File: src/rtl/dmem_arbiter.sv
// dmem_arbiter: shares the single-port data memory between the MEM stage
// (port 0, priority) and a secondary bus master (port 1, bounded wait and
// locked bursts). Grant is combinational from requests plus registered state.
module dmem_arbiter #(
    parameter int WIDTH      = 32,
    parameter int STARVE_MAX = 4,
    parameter int BURST_MAX  = 8
) (
    input  logic             clk,
    input  logic             rst_n,
    input  logic             p0_req,
    input  logic             p0_we,
    input  logic [2:0]       p0_mode,
    input  logic [WIDTH-1:0] p0_addr,
    input  logic [WIDTH-1:0] p0_wdata,
    output logic             p0_ack,
    output logic [WIDTH-1:0] p0_rdata,
    input  logic             p1_req,
    input  logic             p1_we,
    input  logic [2:0]       p1_mode,
    input  logic [WIDTH-1:0] p1_addr,
    input  logic [WIDTH-1:0] p1_wdata,
    input  logic             p1_last,
    output logic             p1_ack,
    output logic [WIDTH-1:0] p1_rdata,
    output logic             mem_we,
    output logic [2:0]       mem_mode,
    output logic [WIDTH-1:0] mem_addr,
    output logic [WIDTH-1:0] mem_wd,
    input  logic [WIDTH-1:0] mem_rd,
    output logic             stall
);

    typedef enum logic {IDLE, LOCK1} state_t;

    localparam logic [3:0] STARVE_LIM = 4'(STARVE_MAX);
    localparam logic [3:0] BURST_LIM  = 4'(BURST_MAX);
    // A one-beat burst limit means every port-1 beat releases immediately.
    localparam logic       CAN_LOCK   = (BURST_MAX > 1);

    state_t     state;
    logic [3:0] wait_cnt;
    logic [3:0] beat_cnt;
    logic       forced_rel;
    logic       grant0;
    logic       grant1;

    // Grant decision; nothing is granted while reset is asserted.
    always_comb begin
        grant0 = 1'b0;
        grant1 = 1'b0;
        if (rst_n) begin
            if (state == LOCK1) begin
                // Locked: port 1 owns the memory while it keeps requesting;
                // a dropped request frees this very cycle for port 0.
                if (p1_req)      grant1 = 1'b1;
                else if (p0_req) grant0 = 1'b1;
            end else if (forced_rel && p0_req) begin
                // Port 0 gets the cycle right after a burst was cut short.
                grant0 = 1'b1;
            end else if ((wait_cnt == STARVE_LIM) && p1_req) begin
                grant1 = 1'b1;
            end else if (p0_req) begin
                grant0 = 1'b1;
            end else if (p1_req) begin
                grant1 = 1'b1;
            end
        end
    end

    // Memory-side mux of the granted port; idle bus drives zeros.
    always_comb begin
        mem_we   = 1'b0;
        mem_mode = 3'b000;
        mem_addr = '0;
        mem_wd   = '0;
        if (grant0) begin
            mem_we   = p0_we;
            mem_mode = p0_mode;
            mem_addr = p0_addr;
            mem_wd   = p0_wdata;
        end else if (grant1) begin
            mem_we   = p1_we;
            mem_mode = p1_mode;
            mem_addr = p1_addr;
            mem_wd   = p1_wdata;
        end
    end

    assign p0_ack   = grant0;
    assign p1_ack   = grant1;
    assign p0_rdata = mem_rd;
    assign p1_rdata = mem_rd;
    assign stall    = p0_req & ~p0_ack;

    // Lock state, burst beat counter, starvation counter and release flag.
    always_ff @(posedge clk) begin
        if (!rst_n) begin
            state      <= IDLE;
            wait_cnt   <= 4'd0;
            beat_cnt   <= 4'd0;
            forced_rel <= 1'b0;
        end else begin
            forced_rel <= 1'b0;

            if (!p1_req || p1_ack)
                wait_cnt <= 4'd0;
            else if (wait_cnt < STARVE_LIM)
                wait_cnt <= wait_cnt + 4'd1;

            case (state)
                IDLE: begin
                    if (p1_ack && !p1_last && CAN_LOCK) begin
                        state    <= LOCK1;
                        beat_cnt <= 4'd1;
                    end
                end
                LOCK1: begin
                    if (!p1_req || p1_last) begin
                        state    <= IDLE;
                        beat_cnt <= 4'd0;
                    end else if (beat_cnt + 4'd1 == BURST_LIM) begin
                        state      <= IDLE;
                        beat_cnt   <= 4'd0;
                        forced_rel <= 1'b1;
                    end else begin
                        beat_cnt <= beat_cnt + 4'd1;
                    end
                end
                default: begin
                    state    <= IDLE;
                    beat_cnt <= 4'd0;
                end
            endcase
        end
    end

endmodule

File: config.mk
export PLATFORM = sky130hd
export DESIGN_NAME = dmem_arbiter
export DESIGN_NICKNAME = d
export VERILOG_FILES = /design/src/rtl/dmem_arbiter.sv
export SDC_FILE = /design/constraint.sdc
export NUM_CORES = 1
export LEC_CHECK = 0
export BUFFER_PORTS_ARGS = -buffer_cell sky130_fd_sc_hd__buf_2
export CORE_AREA = 2 2 120 122
export CTS_CLUSTER_DIAMETER = 50
export DETAILED_ROUTE_END_ITERATION = 10
export DIE_AREA = 0 0 122 124
export PLACE_DENSITY = 0.43
export SETUP_SLACK_MARGIN = 0.2
export SLEW_MARGIN = 20
export SYNTH_ARGS = -nofsm -noshare
export SYNTH_HDL_FRONTEND = slang
export SYNTH_SLANG_ARGS = --single-unit
File: constraint.sdc
create_clock -name clk -period 2.5 [get_ports clk]
set_input_delay 0.375 -clock clk [delete_from_list [all_inputs] [get_ports clk]]
set_output_delay 0.375 -clock clk [all_outputs]
set_load 0.005 [all_outputs]
==> results of run 1 <==
[registers in the layout (all words and copies together), names as in the netlist]
name and count:
beat_cnt 4, forced_rel 1, state 1, wait_cnt 4
[tightest hold or removal path: stages]
cell      delay [ps]
buf_2             90
nand4b_1         100
a31oi_1           70
[metrics by stage]
step                utilization (%)  cells  total power [mW]
finish                        20.87    544            0.8843
global route                  20.87    544            0.9406
CTS                           19.05    531            0.8315
detailed placement            17.88    524            0.5210
global placement              17.88    524            0.5180
floorplan                         -    210            0.3927
[cell families after synthesis]
logic type,synth area share (%)
xor gates and xnor gates,1.559
adders and majority gates,2.227
buffers and inverters,34.74
DFF,11.88
AOI/OAI and AO/OA,41.20
and+or+nand+nor,8.390
[layer usage]
metal / up-vias / wire (um)
met5: - / 44
met4: 6 / 186
met3: 31 / 891
met2: 162 / 4338
met1: 1001 / 3781
li1: 1035 / -
[power groups by stage]
| stage | Clock [mW] | Sequential [mW] | Combinational (mW) |
|---|---|---|---|
| floorplan | 0 | 0.166 | 0.226 |
| global placement | 0 | 0.168 | 0.350 |
| detailed placement | 0 | 0.168 | 0.353 |
| CTS | 0.286 | 0.165 | 0.380 |
| global route | 0.295 | 0.165 | 0.480 |
| finish | 0.280 | 0.165 | 0.439 |
[what timing repair did]
item	4_1_cts	5_1_grt
gates cloned	2	8
resized for setup	6	13
endpoints found under the hold margin	0	0
pin swaps	3	50
setup buffers	2	5
setup endpoints to repair	68	68
[cell type report]
type | instances | area, um2 | area share [%]
clock buffer | 3 | 75.07 | 2.622
inverter | 5 | 18.77 | 0.6556
multi-input combinational | 116 | 947.2 | 33.09
sequential | 10 | 202.7 | 7.080
tap | 180 | 225.2 | 7.867
timing repair buffer | 230 | 1394 | 48.69
[worst paths after layout]
kind / cells past startpoint / startpoint / end
setup / recovery: 9 / wait_cnt[1]$_SDFFE_PP0N_ / mem_addr[11]
hold / removal: 3 / p1_last / beat_cnt[2]$_SDFFE_PN0P_
setup reg to reg: 6 / wait_cnt[0]$_SDFFE_PP0N_ / beat_cnt[1]$_SDFFE_PN0P_
hold reg to reg: 2 / wait_cnt[3]$_SDFFE_PP0N_ / wait_cnt[3]$_SDFFE_PP0N_
[placed cells by master (no fill, tap or decap), drive strengths merged, types with 2 or more instances in the layout]
| cell | instances |
|---|---|
| clkbuf | 8 |
| a22o | 68 |
| xor2 | 2 |
| nor2 | 9 |
| dfxtp | 10 |
| buf | 225 |
| o21ai | 3 |
| inv | 5 |
| nor3 | 3 |
| nand3b | 2 |
| a21oi | 4 |
| nand2 | 7 |
| ha | 3 |
==> flow_summary_export.csv, run 1 <==
group,metric,value,unit
outcome,status,"complete, no violations",
cells_and_area,antenna_cells,0,
floorplan,start_util,12.28,%
place,numPortBuffers,211,
global_route,grt_antenna_before_repair,3,
clock_network,ctsHoldBuffers,0,
power_and_ir_drop,pwr-share-seq,18.7,%
min_path,hp-class,"in -> reg",
clock_network,clockBufferDepth,2,
power_and_ir_drop,pwr_density_cell,308.9,nW/um2
detailed_routing,drt_iter0_drc,39,
timing,setup_slack,193.2,ps
clock_network,cts_tree,"yes",
timing,timing.fmax,433.5,MHz
floorplan,die_h,124,um
timing,slew_headroom,74.85,%
yosys,syn_avg_cell_area,8.026,um2
yosys,synth-seq-area-share,11.88,%
power_and_ir_drop,leakage,1.544,nW
cells_and_area,n_fill_cell,1540,
timing,worst_pin_slew,376.3,ps
yosys,synthTopCellsByArea,"a22o_1 (35%), buf_4 (29%), dfxtp_1 (12%)",
cells_and_area,design_area,2863,um2
clock_network,htreeDepth,1,
yosys,synth_top_area_cell,"a22o_1",
clock_network,cts_root_buffer,"clkbuf_16",
yosys,synth_common_cells,"a22o_1 (68), buf_4 (64), dfxtp_1 (10)",
cells_and_area,drive_above_1_share,67.58,%
timing,whs,456.0,ps
yosys,yosysTopAreaCellShare,35.34,%
power_and_ir_drop,max-vdd-ir-drop,0.3023,mV
floorplan,fp.dieW,122,um
setup_path,critPathBufInv,4,
global_route,grt_overflow_total,0,
clock_network,clk_pin_slew,40,ps
timing,rsz0062_at_grt,"yes",
global_route,grt_pass1_wl,10320,um
cells_and_area,nNetsFinal,542,
setup_path,cp-start-kind,"flip-flop",
timing,finalSetupViolations,0,
yosys,ys.flop_type,"dfxtp_1",
floorplan,core_area,13720,um2
global_route,track_usage,9.087,%
yosys,async_flop_share,0,%
yosys,synth_fp_nets,386,
yosys,synth_cell_types,31,
place,hpwl,6352,um
detailed_routing,num_vias,2235,
setup_path,critical_path_required,2120,ps
yosys,synth_most_common_cell,"a22o_1",
detailed_routing,finalWirelength,9241,um
detailed_routing,wire_per_inst,16.99,um
timing,hold_viol_final,0,
setup_path,cp_slowest_stage_delay,320,ps
global_route,grt_max_degree,46,
setup_path,cp_max_fo,6,
floorplan,placementRows,43,
power_and_ir_drop,clockPowerShare,31.6,%
timing,final_max_slew_viol_count,0,
timing,totalNegativeSetupSlack,0,ps
timing,skew,4.761,ps
place,placed_area,2454,um2
place,place_ws,48.78,ps
yosys,synth_seq_cells,10,
timing,period_needed,2307,ps
global_route,grtUsageMet3,2.930,%
setup_path,endpoint_kind,"output port",
yosys,synth-edff-count,0,
detailed_routing,drc,0,
yosys,synth_cells,210,
setup_path,crit_family,"buffers and inverters",
power_and_ir_drop,power.switching,0.2566,mW
run,drv_cap,0,
global_route,top_usage_layer,"met2",
global_route,grt_use_met1,10.47,%
detailed_routing,drt_pass1_iterations,4,
power_and_ir_drop,p_int,0.6277,mW
detailed_routing,vias_per_cell,4.108,
global_route,use_met2,16.17,%
yosys,netlist_area,1685,um2
clock_network,cts-buffers-inserted,3,
cells_and_area,area_delta_synth_final,69.86,%
global_route,grt_pass1_vias,2014,
setup_path,slowest_stage,"dfxtp_2",
clock_network,cts_num_sinks,10,
setup_path,crit_type,"reg -> out",
setup_path,r2r_slack,1090,ps
place,globalplace.congestion,0.7413,
floorplan,dieArea,15130,um2
power_and_ir_drop,swShare,29.02,%
setup_path,crit_chain,"inv_2 > ha_4 > and4bb_4 > o22ai_2 > and2_4 > buf_4 > buf_12 > a22o_1 > buf_2",
setup_path,cp.arrival,1930,ps
timing,min_period_over_period,92.27,%
yosys,yosysWarnings,0,
power_and_ir_drop,p_comb_share,49.7,%
detailed_routing,antenna_left,0,
clock_network,clock_latency,240,ps
floorplan,ioPinCount,308,
No activity file was read; power rests on OpenSTA's default activity.
==> run 2, diff against run 1 <==
--- a/config.mk
+++ b/config.mk
@@ -11,6 +11,7 @@
 export DETAILED_ROUTE_END_ITERATION = 10
 export DIE_AREA = 0 0 122 124
 export PLACE_DENSITY = 0.43
+export REMOVE_ABC_BUFFERS = 1
 export SETUP_SLACK_MARGIN = 0.2
 export SLEW_MARGIN = 20
 export SYNTH_ARGS = -nofsm -noshare
==> run 2 against run 1 <==
Setup slack worse by 17 ps. Global-route usage is 1.7 points higher. Final cell count is 2.0% lower. Hold slack better by 7.1 ps. Non-clock buffer count is 11 lower.
==> flow_summary_export.csv, run 2 (same netlist as run 1, synthesis figures left out) <==
group,metric,value,unit
detailed_routing,num_vias,2269,
place,numPortBuffers,211,
setup_path,slowest_stage,"dfxtp_2",
place,globalplace.congestion,0.7810,
detailed_routing,drc,0,
detailed_routing,drt_pass1_iterations,5,
clock_network,clockBufferDepth,2,
cells_and_area,n_fill_cell,1574,
floorplan,start_util,12.28,%
setup_path,rr_startpoint,"wait_cnt[1]$_SDFFE_PP0N_",
floorplan,ioPinCount,308,
clock_network,ctsHoldBuffers,0,
power_and_ir_drop,total_power,0.8323,mW
setup_path,critical_path_required,2120,ps
power_and_ir_drop,max-vdd-ir-drop,0.2843,mV
detailed_routing,wire_per_inst,18.83,um
timing,period_needed,2323,ps
detailed_routing,vias_per_cell,4.257,
cells_and_area,regArea,202.7,um2
clock_network,htreeDepth,1,
setup_path,cp.arrival,1950,ps
global_route,grt_max_degree,70,
setup_path,cp-start-kind,"flip-flop",
global_route,grt_antenna_before_repair,0,
cells_and_area,drive_above_1_share,65.91,%
detailed_routing,antenna_left,0,
cells_and_area,layout_commonest_cell,"buf_2",
timing,totalNegativeSetupSlack,0,ps
timing,min_period_over_period,92.94,%
global_route,track_usage,10.74,%
detailed_routing,drt_iter0_drc,87,
floorplan,die_h,124,um
cells_and_area,area_delta_synth_final,59.09,%
min_path,hp-start,"p1_last",
place,place_ws,341.9,ps
timing,slew_headroom,82.67,%
setup_path,cp_slowest_stage_delay,310,ps
cells_and_area,multi_input_area,928.4,um2
cells_and_area,layout.cells.non_filler,533,
cells_and_area,utilization,19.54,%
timing,skew,2.931,ps
clock_network,cts-buffers-inserted,3,
cells_and_area,top_regs,"beat_cnt x4, wait_cnt x4",
timing,whs,463.1,ps
floorplan,placementRows,43,
setup_path,crit_start,"wait_cnt[0]$_SDFFE_PP0N_",
timing,hold_viol_final,0,
place,dp_cells,523,
cells_and_area,design_area,2681,um2
run,drv_cap,0,
floorplan,core_area,13720,um2
clock_network,cts_tree,"yes",
clock_network,clock_latency,230,ps
floorplan,fp.dieW,122,um
global_route,grt_pass1_vias,2009,
clock_network,cts_num_sinks,10,
power_and_ir_drop,leakage,1.459,nW
cells_and_area,nNetsFinal,530,
floorplan,dieArea,15130,um2
timing,worst_pin_slew,258.0,ps
setup_path,endpoint_kind,"output port",
setup_path,crit_type,"reg -> out",
clock_network,clk_pin_slew,40,ps
timing,rsz0062_at_grt,"yes",
detailed_routing,finalWirelength,10030,um
global_route,grt_pass1_wl,12050,um
setup_path,cp_max_fo,8,
power_and_ir_drop,pwr_density_cell,310.4,nW/um2
global_route,grt_overflow_total,0,
timing,final_max_slew_viol_count,0,
clock_network,cts_root_buffer,"clkbuf_16",
timing,finalSetupViolations,0,
setup_path,crit_chain,"inv_1 > ha_4 > and4bb_4 > o22ai_2 > and2_4 > buf_12 > clkbuf_16 > a22o_1 > buf_2",
place,placed_area,2446,um2
min_path,hp-class,"in -> reg",
place,hpwl,7317,um
timing,setup_slack,176.6,ps
outcome,status,"complete, no violations",
timing,timing.fmax,430.4,MHz
cells_and_area,layout_common_cells,"buf_2 (211), a22o_1 (68), dfxtp_1 (8)",
[run 2: timing repair]
action | in CTS | in global routing
cloned | 2 | 2
buffers inserted | 2 | 0
endpoints found under the setup margin | 68 | 68
pin swaps | 1 | 18
resized for setup | 6 | 4
[run 2: final cells by class]
class / count / share of cell area, %
timing repair buffer: 219 / 45.82
multi-input combinational: 115 / 34.62
tap: 180 / 8.399
sequential: 10 / 7.559
clock buffer: 3 / 2.800
inverter: 5 / 0.7000
antenna: 1 / 0.09333
[run 2: per-layer routing]
metal	GRT usage, %	up-vias	share of wire [%]
met5	5.556	-	0.86
li1	-	1011	-
met2	15.40	192	44
met3	6.502	13	14
met4	2.371	5	0.73
met1	13.24	1048	40
[run 2: report_power, final]
part / internal [mW] / switching [mW]
registers: 0.163 / 0.00239
clock network: 0.207 / 0.0707
logic: 0.227 / 0.163
total: 0.596 / 0.236
[run 2: critical path: cells and delay by family (launching register included)]
| kind | cells | cell delay (ps) |
|---|---|---|
| adder cells (fa/ha/maj) | 1 | 130 |
| buffers and inverters | 4 | 500 |
| AO/OA/AOI/OAI | 2 | 290 |
| flip-flops | 1 | 310 |
| AND/OR/NAND/NOR | 2 | 480 |
[run 2: path summary, 6_finish.rpt]
check,cells after the start,end,slack [ps]
worst min-delay path,3,beat_cnt[2]$_SDFFE_PN0P_,460
worst min register to register,2,wait_cnt[3]$_SDFFE_PP0N_,490
worst max-delay path,9,mem_addr[27],180
worst max register to register,6,beat_cnt[1]$_SDFFE_PN0P_,1110
==> run 3, diff against run 2 <==
==> constraint.sdc (replaced) <==
create_clock -name clk -period 2.5 [get_ports clk]
set_input_delay 0.25 -clock clk [delete_from_list [all_inputs] [get_ports clk]]
set_output_delay 0.25 -clock clk [all_outputs]
set_load 0.005 [all_outputs]
==> run 3 against run 2 <==
Clock power barely moved. Total power fell by 3.1%. Hold slack got worse by 120 ps. Final cell count fell by 0.75%. Cell area fell by 3.5%.
==> flow_summary_export.csv, run 3 (same netlist as run 1, synthesis figures left out) <==
group,metric,value,unit
setup_path,r2r_slack,1030,ps
detailed_routing,antenna_left,0,
power_and_ir_drop,total_power,0.8068,mW
floorplan,placementRows,43,
clock_network,cts_setup_buffers,0,
timing,period_needed,2198,ps
min_path,hp-class,"in -> reg",
setup_path,crit_type,"reg -> out",
clock_network,clockBufferDepth,2,
setup_path,cp-start-kind,"flip-flop",
clock_network,cts_root_buffer,"clkbuf_16",
timing,slew_headroom,78.15,%
timing,worst_pin_slew,327.7,ps
clock_network,cts_tree,"yes",
cells_and_area,layout_commonest_cell,"buf_2",
power_and_ir_drop,leakage,1.422,nW
cells_and_area,regArea,200.2,um2
setup_path,endpoint_kind,"output port",
detailed_routing,finalWirelength,9626,um
cells_and_area,layout_common_cells,"buf_2 (211), a22o_1 (68), dfxtp_1 (10)",
clock_network,cts_num_sinks,10,
global_route,grt_antenna_before_repair,0,
cells_and_area,n_fill_cell,1547,
cells_and_area,top_regs,"beat_cnt x4, wait_cnt x4",
floorplan,die_h,124,um
place,numPortBuffers,211,
global_route,grt_max_degree,70,
floorplan,start_util,12.28,%
timing,min_period_over_period,87.91,%
timing,rsz0062_at_grt,"yes",
power_and_ir_drop,max-vdd-ir-drop,0.3604,mV
timing,timing.fmax,455.0,MHz
timing,totalNegativeSetupSlack,0,ps
detailed_routing,wire_per_inst,18.20,um
cells_and_area,antenna_cells,0,
global_route,grt_pass1_wl,11290,um
cells_and_area,area_delta_synth_final,53.45,%
run,drv_cap,0,
clock_network,cts-buffers-inserted,3,
floorplan,ioPinCount,308,
detailed_routing,num_vias,2253,
place,globalplace.congestion,0.7891,
clock_network,clock_latency,230,ps
timing,skew,1.371,ps
floorplan,fp.dieW,122,um
cells_and_area,nNetsFinal,527,
cells_and_area,utilization,18.85,%
floorplan,core_area,13720,um2
detailed_routing,drc,0,
setup_path,critical_path_required,2250,ps
setup_path,cp_max_fo,69,
global_route,track_usage,9.929,%
clock_network,htreeDepth,1,
outcome,status,"complete, no violations",
cells_and_area,multi_input_area,909.6,um2
detailed_routing,drt_pass1_iterations,4,
power_and_ir_drop,pwr_density_cell,312.0,nW/um2
timing,finalSetupViolations,0,
global_route,grt_pass1_vias,1942,
cells_and_area,drive_above_1_share,64.18,%
place,hpwl,7295,um
setup_path,cp.arrival,1950,ps
detailed_routing,vias_per_cell,4.259,
global_route,grt_overflow_total,0,
clock_network,ctsHoldBuffers,0,
floorplan,dieArea,15130,um2
timing,hold_viol_final,0,
timing,final_max_slew_viol_count,0,
detailed_routing,drt_iter0_drc,63,
clock_network,clk_pin_slew,40,ps
==> run 3: cell count changes in the layout (fill, tap and decap cells not counted), sizes merged <==
cell   previous run  this run
buf             217       214
diode             1         0
==> run 3: repair_timing <==
action                     CTS  global route
resized for setup            2             3
setup endpoints to repair   69            68
cloned                       0             3
==> run 3: through the flow <==
step                cells  hold WS [ps]  setup WS [ps]  area (um2)
floorplan             130         402.1         -219.5        1119
global placement      523         486.7          313.0        2434
detailed placement    523         493.1          265.6        2434
CTS                   526         337.7          214.4        2516
global route          529         358.4          187.2        2586
finish                529         339.3          302.3        2586
==> run 3: area by class of cell <==
class | count | share of cell area (%)
Multi-Input combinational cell | 115 | 35.17
Clock buffer | 3 | 2.903
Inverter | 5 | 0.7257
Tap cell | 180 | 8.708
Timing Repair Buffer | 216 | 44.75
Sequential cell | 10 | 7.741
==> run 3: report_power, final <==
part | switching [mW] | total (mW) | internal (mW)
sequential | 0.00278 | 0.165 | 0.162
clock | 0.0680 | 0.275 | 0.207
combinational | 0.154 | 0.367 | 0.213
total | 0.225 | 0.807 | 0.582
==> run 3: metal layers <==
layer,wire length [um],vias up,global-route usage (%)
met5,57,-,5.556
met4,52,4,1.796
met3,1363,10,6.273
met2,4182,182,14.07
met1,3969,1055,12.32
li1,-,1002,-
==> run 3: worst max-delay path: stages (launching register included) <==
cell      delay (ps)
dfxtp_1          360
inv_1             60
ha_1             190
and4bb_4         210
nor2_2           200
nor2_4            70
buf_12           170
a22o_1           260
buf_2            130
==> run 3: worst paths after layout <==
kind | endpoint | startpoint | cells after the start
max reg2reg | beat_cnt[1]$_SDFFE_PN0P_ | wait_cnt[0]$_SDFFE_PP0N_ | 6
min | beat_cnt[2]$_SDFFE_PN0P_ | p1_last | 3
min reg2reg | wait_cnt[3]$_SDFFE_PP0N_ | wait_cnt[3]$_SDFFE_PP0N_ | 2
max | mem_addr[6] | wait_cnt[0]$_SDFFE_PP0N_ | 8
